File: src/rtl/bcd_counter_display.sv
// Four-digit BCD event counter advanced by a debounced pushbutton, driving a
// time-multiplexed common-anode 7-segment display.
module bcd_counter_display #(
  parameter int DEBOUNCE_CYCLES = 500000,
  parameter int REFRESH_CYCLES  = 50000
) (
  input  logic        clk,
  input  logic        rst,
  input  logic        sw,
  input  logic        step,
  input  logic        clr,
  output logic [15:0] digits,
  output logic        carry_out,
  output logic [3:0]  an,
  output logic [6:0]  seg
);

  localparam int DB_W = (DEBOUNCE_CYCLES > 2) ? $clog2(DEBOUNCE_CYCLES) : 1;
  localparam int RF_W = (REFRESH_CYCLES > 2) ? $clog2(REFRESH_CYCLES) : 1;
  localparam logic [DB_W-1:0] DB_LAST = DB_W'(DEBOUNCE_CYCLES - 1);
  localparam logic [DB_W-1:0] DB_ONE  = DB_W'(1);
  localparam logic [RF_W-1:0] RF_LAST = RF_W'(REFRESH_CYCLES - 1);
  localparam logic [RF_W-1:0] RF_ONE  = RF_W'(1);

  function automatic logic [3:0] next_digit(input logic [3:0] q);
    next_digit = (q == 4'd9) ? 4'd0 : q + 4'd1;
  endfunction

  function automatic logic [6:0] seg_decode(input logic [3:0] v);
    case (v)
      4'd0:    seg_decode = 7'b1000000;
      4'd1:    seg_decode = 7'b1111001;
      4'd2:    seg_decode = 7'b0100100;
      4'd3:    seg_decode = 7'b0110000;
      4'd4:    seg_decode = 7'b0011001;
      4'd5:    seg_decode = 7'b0010010;
      4'd6:    seg_decode = 7'b0000010;
      4'd7:    seg_decode = 7'b1111000;
      4'd8:    seg_decode = 7'b0000000;
      4'd9:    seg_decode = 7'b0010000;
      default: seg_decode = 7'b1111111;
    endcase
  endfunction

  logic            step_p0, step_s;
  logic            sw_p0, sw_s;
  logic [DB_W-1:0] db_cnt;
  logic            db, db_q;
  logic            tick;
  logic [15:0]     count_q;
  logic [15:0]     count_inc;
  logic            wrap;
  logic            carry_q;
  logic [RF_W-1:0] ref_cnt;
  logic [1:0]      scan_idx, scan_nxt;
  logic [3:0]      sel_digit;
  logic [3:0]      an_q;
  logic [6:0]      seg_q;

  // Stage p0/s: two-flop synchronizers for the asynchronous switch and button
  always_ff @(posedge clk) begin
    if (rst) begin
      step_p0 <= 1'b0;
      step_s  <= 1'b0;
      sw_p0   <= 1'b0;
      sw_s    <= 1'b0;
    end else begin
      step_p0 <= step;
      step_s  <= step_p0;
      sw_p0   <= sw;
      sw_s    <= sw_p0;
    end
  end

  // Debounce: a new level is accepted only after it has held long enough
  always_ff @(posedge clk) begin
    if (rst) begin
      db_cnt <= '0;
      db     <= 1'b0;
      db_q   <= 1'b0;
    end else begin
      db_q <= db;
      if (step_s == db) begin
        db_cnt <= '0;
      end else if (db_cnt == DB_LAST) begin
        db     <= step_s;
        db_cnt <= '0;
      end else begin
        db_cnt <= db_cnt + DB_ONE;
      end
    end
  end

  assign tick = db & ~db_q;

  // Digit k advances only when every lower digit is 9; wrap marks 9999
  always_comb begin
    logic lower_nine;
    count_inc  = count_q;
    lower_nine = 1'b1;
    for (int k = 0; k < 4; k++) begin
      if (lower_nine) count_inc[4*k +: 4] = next_digit(count_q[4*k +: 4]);
      lower_nine = lower_nine & (count_q[4*k +: 4] == 4'd9);
    end
    wrap = lower_nine;
  end

  // Count update: clear beats an increment arriving in the same cycle
  always_ff @(posedge clk) begin
    if (rst) begin
      count_q <= '0;
      carry_q <= 1'b0;
    end else if (clr) begin
      count_q <= '0;
      carry_q <= 1'b0;
    end else if (tick && sw_s) begin
      count_q <= count_inc;
      carry_q <= wrap;
    end else begin
      carry_q <= 1'b0;
    end
  end

  assign scan_nxt = (ref_cnt == RF_LAST) ? scan_idx + 2'd1 : scan_idx;

  always_comb begin
    case (scan_nxt)
      2'd0:    sel_digit = count_q[3:0];
      2'd1:    sel_digit = count_q[7:4];
      2'd2:    sel_digit = count_q[11:8];
      default: sel_digit = count_q[15:12];
    endcase
  end

  // Display scan: anode and segment registers load together so no digit ghosts
  always_ff @(posedge clk) begin
    if (rst) begin
      ref_cnt  <= '0;
      scan_idx <= 2'd0;
      an_q     <= 4'b1110;
      seg_q    <= 7'b1000000;
    end else begin
      ref_cnt  <= (ref_cnt == RF_LAST) ? '0 : ref_cnt + RF_ONE;
      scan_idx <= scan_nxt;
      an_q     <= ~(4'b0001 << scan_nxt);
      seg_q    <= seg_decode(sel_digit);
    end
  end

  assign digits    = count_q;
  assign carry_out = carry_q;
  assign an        = an_q;
  assign seg       = seg_q;

endmodule

File: config.mk
export PLATFORM = sky130hd
export DESIGN_NAME = bcd_counter_display
export DESIGN_NICKNAME = d
export VERILOG_FILES = /design/src/rtl/bcd_counter_display.sv
export SDC_FILE = /design/constraint.sdc
export NUM_CORES = 1
export LEC_CHECK = 0
export BUFFER_PORTS_ARGS = -buffer_cell sky130_fd_sc_hd__buf_2
export CORE_MARGIN = 2
export CORE_UTILIZATION = 25
export DETAILED_ROUTE_END_ITERATION = 6
export HOLD_SLACK_MARGIN = 0.15
export PLACE_DENSITY = 0.38
export SYNTH_ARGS = -nofsm -noshare
export SYNTH_HDL_FRONTEND = slang
export SYNTH_SLANG_ARGS = --single-unit
File: constraint.sdc
create_clock -name clk -period 2.1 [get_ports clk]
set_input_delay 0.21 -clock clk [delete_from_list [all_inputs] [get_ports clk]]
set_output_delay 0.21 -clock clk [all_outputs]
set_load 0.05 [all_outputs]
# Word-level counts from Yosys, hierarchy flattened
# Memories as Yosys holds them, arrays and structs flattened. A register that Yosys moved wholly into a read port is not among the register bits.
# Cells that the tools add are included.
# Widths: inputs -> output; s select.
[totals]
reg_bits = 64
rom_bits = 112
in_bits = 5
wordCells = 57
mem_count = 1
[classes]
n_addsub = 7
eq_ne = 9
n_shift = 1
n_mux = 6
bitwise = 8
n_reduce_logical = 10
[mem_list]
columns = ["name", "depth", "word_bits", "read_ports", "rd_ports_with_merged_regs", "write_ports", "line", "source"]
rows = [
  ["(no name shown)", 16, 7, 1, 1, 0, "30", "case (v)"],
]
[ops]
columns = ["operator", "n"]
rows = [
  ["$add 19x1->19 const B", 1],
  ["$eq 19x19->1 const B", 1],
  ["$add 16x1->16 const B", 1],
  ["$add 4x1->4 const B", 4],
  ["$eq 16x16->1 const B", 1],
  ["$eq 4x4->1 const B", 4],
  ["$mux 4", 4],
  ["$pmux 4 s3", 1],
  ["$reduce_and 2->1", 4],
  ["$reduce_or 3->1", 2],
  ["$and 1x1->1", 4],
  ["$not 4->4", 1],
  ["$reduce_or 2->1", 2],
  ["$shl 1x2->4 const A", 1],
  ["$not 1->1", 3],
  ["$add 2x1->2 const B", 1],
  ["$eq 2x1->1 const B", 1],
  ["$eq 2x2->1 const B", 1],
  ["$logic_not 2->1", 1],
  ["$mux 2", 1],
  ["$eq 1x1->1", 1],
  ["$logic_and 1x1->1", 1],
]

# Logic depth before layout (Yosys ltp)
[logic_depth]
depth_word = 5
mapped_depth = 11

# Worst setup path before layout
# No wires, ideal clock.
[synth_path]
path_kind = "reg-to-reg"
startpoint = "register ref_cnt[0]"
endpoint = "register seg_q[3], in the netlist seg[3]"
setup_time_ns = 0.075
t_arrival_ns = 2.303
setup_slack_ns = -0.277
path_stages_with_launch = 12
path_buffers = 1
path_cell_list = "dfxtp_1 -> ha_1 -> nand3_2 -> nand4b_1 -> buf_6 -> mux2i_4 -> o221ai_2 -> inv_1 -> ha_1 -> inv_1 -> or2_2 -> a31oi_1"
[synth_via]
elab_chain_cells = 4
elab_cells_between_ends = 6
cone_classes = "eq/ne: 3; mux: 2; reduce/logical: 1"
[synth_rtl]
columns = ["element", "line", "source"]
rows = [
  ["start: declaration", "54", "logic [RF_W-1:0] ref_cnt;"],
  ["start signal: assignment", "143", "ref_cnt <= (ref_cnt == RF_LAST) ? '0 : ref_cnt + RF_ONE;"],
  ["$eq 16x16->1 *", "124", "assign scan_nxt = (ref_cnt == RF_LAST) ? scan_idx + 2'd1 : scan_idx;"],
  ["$mux 2 *", "124", ""],
  ["$eq 2x2->1, or another cell as far along", "127", "case (scan_nxt)"],
  ["$pmux 4 s3 *", "127", ""],
  ["end: declaration", "58", "logic [6:0] seg_q;"],
]
# Every way passes the cells marked *; elsewhere a longest branch is shown, timed or not.
# A chain may end at the register's enable or synchronous reset.

# Worst setup path after layout
[layout_path]
startpoint = "register ref_cnt[1]"
endpoint = "register seg_q[3], in the netlist seg[3]"
# The elaborated chain is that of the path after synthesis.

==> impl_summary.txt <==
----------------------------------------------------
[Worst setup path]
  Count of buffering cells on the critical path with inverters included ... 3
  Reg-to-reg startpoint ... ref_cnt[1]
  CP Data Required Time ... ~2.4 ns
  CP max stage delay ... 0.35 ns
  Maximum net fanout on the critical path ... 4
  Path type of the worst setup path ... flop to flop
  Critical Path AT ... about 2.5 ns
  Timing startpoint of the critical path ... ref_cnt[1]
  Max stage delay cell, worst path ... sky130_fd_sc_hd__dfxtp_2
  Minimum setup slack among reg-to-reg paths ... -0.10 ns
  Reg-to-reg critical path endpoint ... seg[3]
  Endpoint class of the critical path ... flop
  Critical Path Start Type ... flop
  CP Cell Sequence ... ha_4 > nand3_2 > nand4b_1 > buf_6 > mux2i_4 > o221ai_4 > inv_2 > ha_4 > inv_2 > or2_4 > a31oi_1
  R2r worst-path depth ... 11
  Family of cells with the greatest summed delay on the critical path ... simple AND/OR/NAND/NOR gates

[Timing]
  Post-layout minimum cycle time ... approximately 2.2 ns
  Final setup slack of the worst path ... -0.101 ns
  Total count of max-transition violations in the final report ... 0
  Setup TNS after final layout ... -0.231 ns
  Normalized max-slew margin ... 62.4%
  Period Utilization, post-route ... 105%
  Setup-violating endpoint count in the final report ... 5
  Setup repair after global routing missed its margin ... yes
  Achievable clock frequency ... between 0.4 and 0.5 GHz
  Transition time of the tightest slew-check pin ... between 0.5 and 0.6 ns
  Hold violation count in the final report ... 0
  Post-route worst hold slack ... between 0.2 and 0.3 ns
  Final setup skew ... 0.00510 ns

[Floorplan]
  Cell Rows ... just over 40
  Top-Level Pins ... 33
  Std-Cell Core Area ... between 10000 and 15000 µm²
  Horizontal die dimension ... 118 µm
  Die height ... 118 µm
  Initial core utilization ... between 20 and 30%
  Die outline area ... ~14000 µm²

[Min path]
  Beginning of the worst hold path ... rst
  Worst hold-check path type ... primary input to flop
  Hold Path End ... db
  Number of cells traversed by the worst hold path ... 2

[Global route]
  Maximum number of pins on one net before global-route repair ... 20
  Initial antenna violation count ... 0
  Global-route total usage across every layer ... 11.7%
  Global-route wire length before repair ... 12900 µm
  Overflow left after global routing ... 0
  Via count of the first global-routing pass ... around 2600

[Yosys]
  Share of synthesized flip-flops with an asynchronous set or reset ... 0%
  Sequential cell area fraction in the yosys report ... about 44%
  Synthesized area divided by synthesized cell count ... 9.14 µm²
  Gate count of the mapped netlist ... approximately 350
  Cell area after synthesis ... approximately 3200 µm²
  Register bit total from synthesis ... 71
  Yosys synthesis warning count ... 0
  Number of synthesized flops with an enable pin ... 0
  Predominant post-synthesis flop cell ... sky130_fd_sc_hd__dfxtp_1
  Yosys cell types ... 48
  Syn Nets ... 363

[Clock tree]
  Total CTS buffers ... 9
  Root buffer cell ... sky130_fd_sc_hd__clkbuf_16
  CTS tree ... yes
  Worst-Skew Late Latency ... about 0.33 ns
  Sinks on Clock Net ... 71
  Clock tree buffer depth ... 2
  Level count of the clock H-tree ... 3
  Post-CTS clock slew at the launch and capture registers of the worst setup and hold paths ... approximately 0.060 ns

[Final layout]
  Area of the multi-input gates ... 1830 µm²
  NumNets Final ... around 450
  Fraction of layout cells with a size suffix above 1 ... about 29%
  Antenna cells ... 0
  Leading cell types in the layout, fill and taps excluded ... sky130_fd_sc_hd__nor2_1, sky130_fd_sc_hd__dfxtp_1, sky130_fd_sc_hd__buf_4, sky130_fd_sc_hd__buf_2, sky130_fd_sc_hd__xor2_1
  Cell Count, Final, Fillers Out ... slightly above 600
  Storage element area ... roughly 1400 µm²
  Layout Area Growth over Synthesis ... 35.5%
  Layout filler cell count ... 1347

[Routing]
  Detailed-route vias per instance ... between 4 and 5
  1st-pass router iterations ... 4
  Remaining routing DRC violations ... 0
  Number of nets with antenna violations after routing ... 0
  Detailed-route wire length per cell ... 12.0 µm
  Detailed-route wire length ... 7350 µm
  Detailed-route via count ... between 2000 and 3000
  Number of DRC markers after the initial detailed-route iteration ... 76

[Power and ir drop]
  Leakage power ... 1.71 nW
  Portion of total power attributed to sequential cells ... a little under half
  Overall power ... 2.89 mW
  Combinational group share of total power ... ~2.0%
  Clock network fraction of total power ... between 50% and 60%
  Pwr/cell area ... between 600 and 700 nW/µm²
  Maximum ir drop on the vdd rail ... approximately 290 µV
  Switching part of the total power ... between 20% and 30%
  Internal Dissipation ... roughly 2.3 mW
  Switching power ... roughly 600 µW

[Placement]
  Port-buffer cells ... 32
  RePlAce Congestion ... about 0.74
  Detailed placement HPWL ... 5290 µm
  Number of placed instances with taps included ... slightly below 600

[Outcome]
  Violations in the final reports ... setup timing
  Status ... finished with violations

[Flow run]
  Max-Cap Viols ... 0

----------------------------------------------------
-- what timing repair did --
action,4_1_cts,5_1_grt
pin swaps,8,10
setup buffers,2,6
gates cloned,0,0
hold buffers,2,0
setup endpoints to repair,6,8
hold endpoints to repair,2,0
gates resized for setup,7,7
-- synth_stat cells (2+ instances only) --
library cell / count / area (µm²)
sky130_fd_sc_hd__nor2b_1: 11 / 68.8
sky130_fd_sc_hd__a21o_1: 2 / 15.0
sky130_fd_sc_hd__clkbuf_1: 6 / 22.5
sky130_fd_sc_hd__xor2_1: 24 / 210
sky130_fd_sc_hd__nor4_1: 3 / 18.8
sky130_fd_sc_hd__a21oi_1: 11 / 55.1
sky130_fd_sc_hd__a31oi_1: 2 / 12.5
sky130_fd_sc_hd__inv_1: 10 / 37.5
sky130_fd_sc_hd__or3_1: 6 / 37.5
sky130_fd_sc_hd__nor3b_1: 4 / 30.0
sky130_fd_sc_hd__ha_1: 5 / 62.6
sky130_fd_sc_hd__nor2_1: 65 / 244
sky130_fd_sc_hd__or2_2: 3 / 18.8
sky130_fd_sc_hd__and3_1: 5 / 31.3
sky130_fd_sc_hd__dfxtp_1: 71 / 1420
sky130_fd_sc_hd__o221ai_2: 3 / 45.0
sky130_fd_sc_hd__mux2_2: 3 / 33.8
sky130_fd_sc_hd__mux2i_1: 6 / 60.1
sky130_fd_sc_hd__and4_1: 5 / 43.8
sky130_fd_sc_hd__nand2b_1: 6 / 37.5
sky130_fd_sc_hd__o21ai_0: 8 / 40.0
sky130_fd_sc_hd__nand4b_1: 2 / 17.5
sky130_fd_sc_hd__nand2_1: 22 / 82.6
sky130_fd_sc_hd__and2_1: 3 / 18.8
sky130_fd_sc_hd__nand4_1: 7 / 43.8
sky130_fd_sc_hd__nor4b_1: 3 / 26.3
sky130_fd_sc_hd__xnor2_1: 16 / 140
sky130_fd_sc_hd__and4bb_2: 2 / 25.0
sky130_fd_sc_hd__nand3_1: 16 / 80.1
sky130_fd_sc_hd__nor3_1: 5 / 25.0
-- layout make-up --
class / instances / area share, %
clock buffer: 11 / 5.32
multi-input combinational: 263 / 41.8
sequential: 71 / 32.7
clock inverter: 4 / 1.09
timing repair buffer: 83 / 13.4
inverter: 10 / 0.858
tap: 172 / 4.92
-- power groups by stage --
| stage | logic [mW] | clock network (mW) | registers (mW) |
|---|---|---|---|
| after CTS | 0.0586 | 1.54 | 1.36 |
| final | 0.0569 | 1.47 | 1.36 |
| after global routing | 0.0652 | 1.60 | 1.36 |
| after detailed placement | 0.0543 | 0 | 1.39 |
| after floorplan | 0.0283 | 0 | 1.39 |
| after global placement | 0.0538 | 0 | 1.39 |
-- sequential cells by signal (all words and copies together) (netlist names) --
signal and cells:
digits 16, step_s 1, sw_s 1, db 1, db_q 1, step_p0 1
sw_p0 1, ref_cnt 16, carry_out 1, scan_idx 2, db_cnt 19, seg 7
an 4
-- cells by family (layout without fill, tap and decap cells) --
| logic type | count (synthesis) | in the layout | share of synthesized area (%) |
|---|---|---|---|
| simple gates | 174 | 174 | 28.3 |
| flops | 71 | 71 | 44.0 |
| xor+xnor | 41 | 41 | 11.7 |
| compound gates | 32 | 32 | 7.48 |
| buf+inv | 19 | 108 | 2.48 |
| mux | 11 | 11 | 4.07 |
| fa+ha+maj | 5 | 5 | 1.94 |
-- routing by layer --
layer	track usage [%]	vias up	share of wire [%]
met3	4.46	8	3.9
met5	0	-	0
met2	17.4	34	44
li1	-	1380	-
met1	15.2	1194	51
met4	4.44	0	1.8
-- worst max path at each step --
| stage | cells past startpoint | endpoint | slack, ns |
|---|---|---|---|
| floorplan | 11 | seg[3] | -0.08 |
| global placement | 10 | seg[0] | -0.07 |
| detailed placement | 11 | seg[3] | -0.12 |
| CTS | 9 | seg[4] | -0.12 |
| global route | 11 | seg[3] | -0.23 |
| finish | 11 | seg[3] | -0.10 |
-- metrics by stage --
step | instance area, µm² | worst slack, ns | util [%]
2_1_floorplan | 3270 | -0.0780 | -
3_3_place_gp | 3940 | -0.0661 | 31.2
3_5_place_dp | 3940 | -0.121 | 31.2
4_1_cts | 4290 | -0.120 | 34.0
5_1_grt | 4370 | -0.233 | 34.7
6_report | 4370 | -0.101 | 34.7
Power figures use the tool's default switching activity.
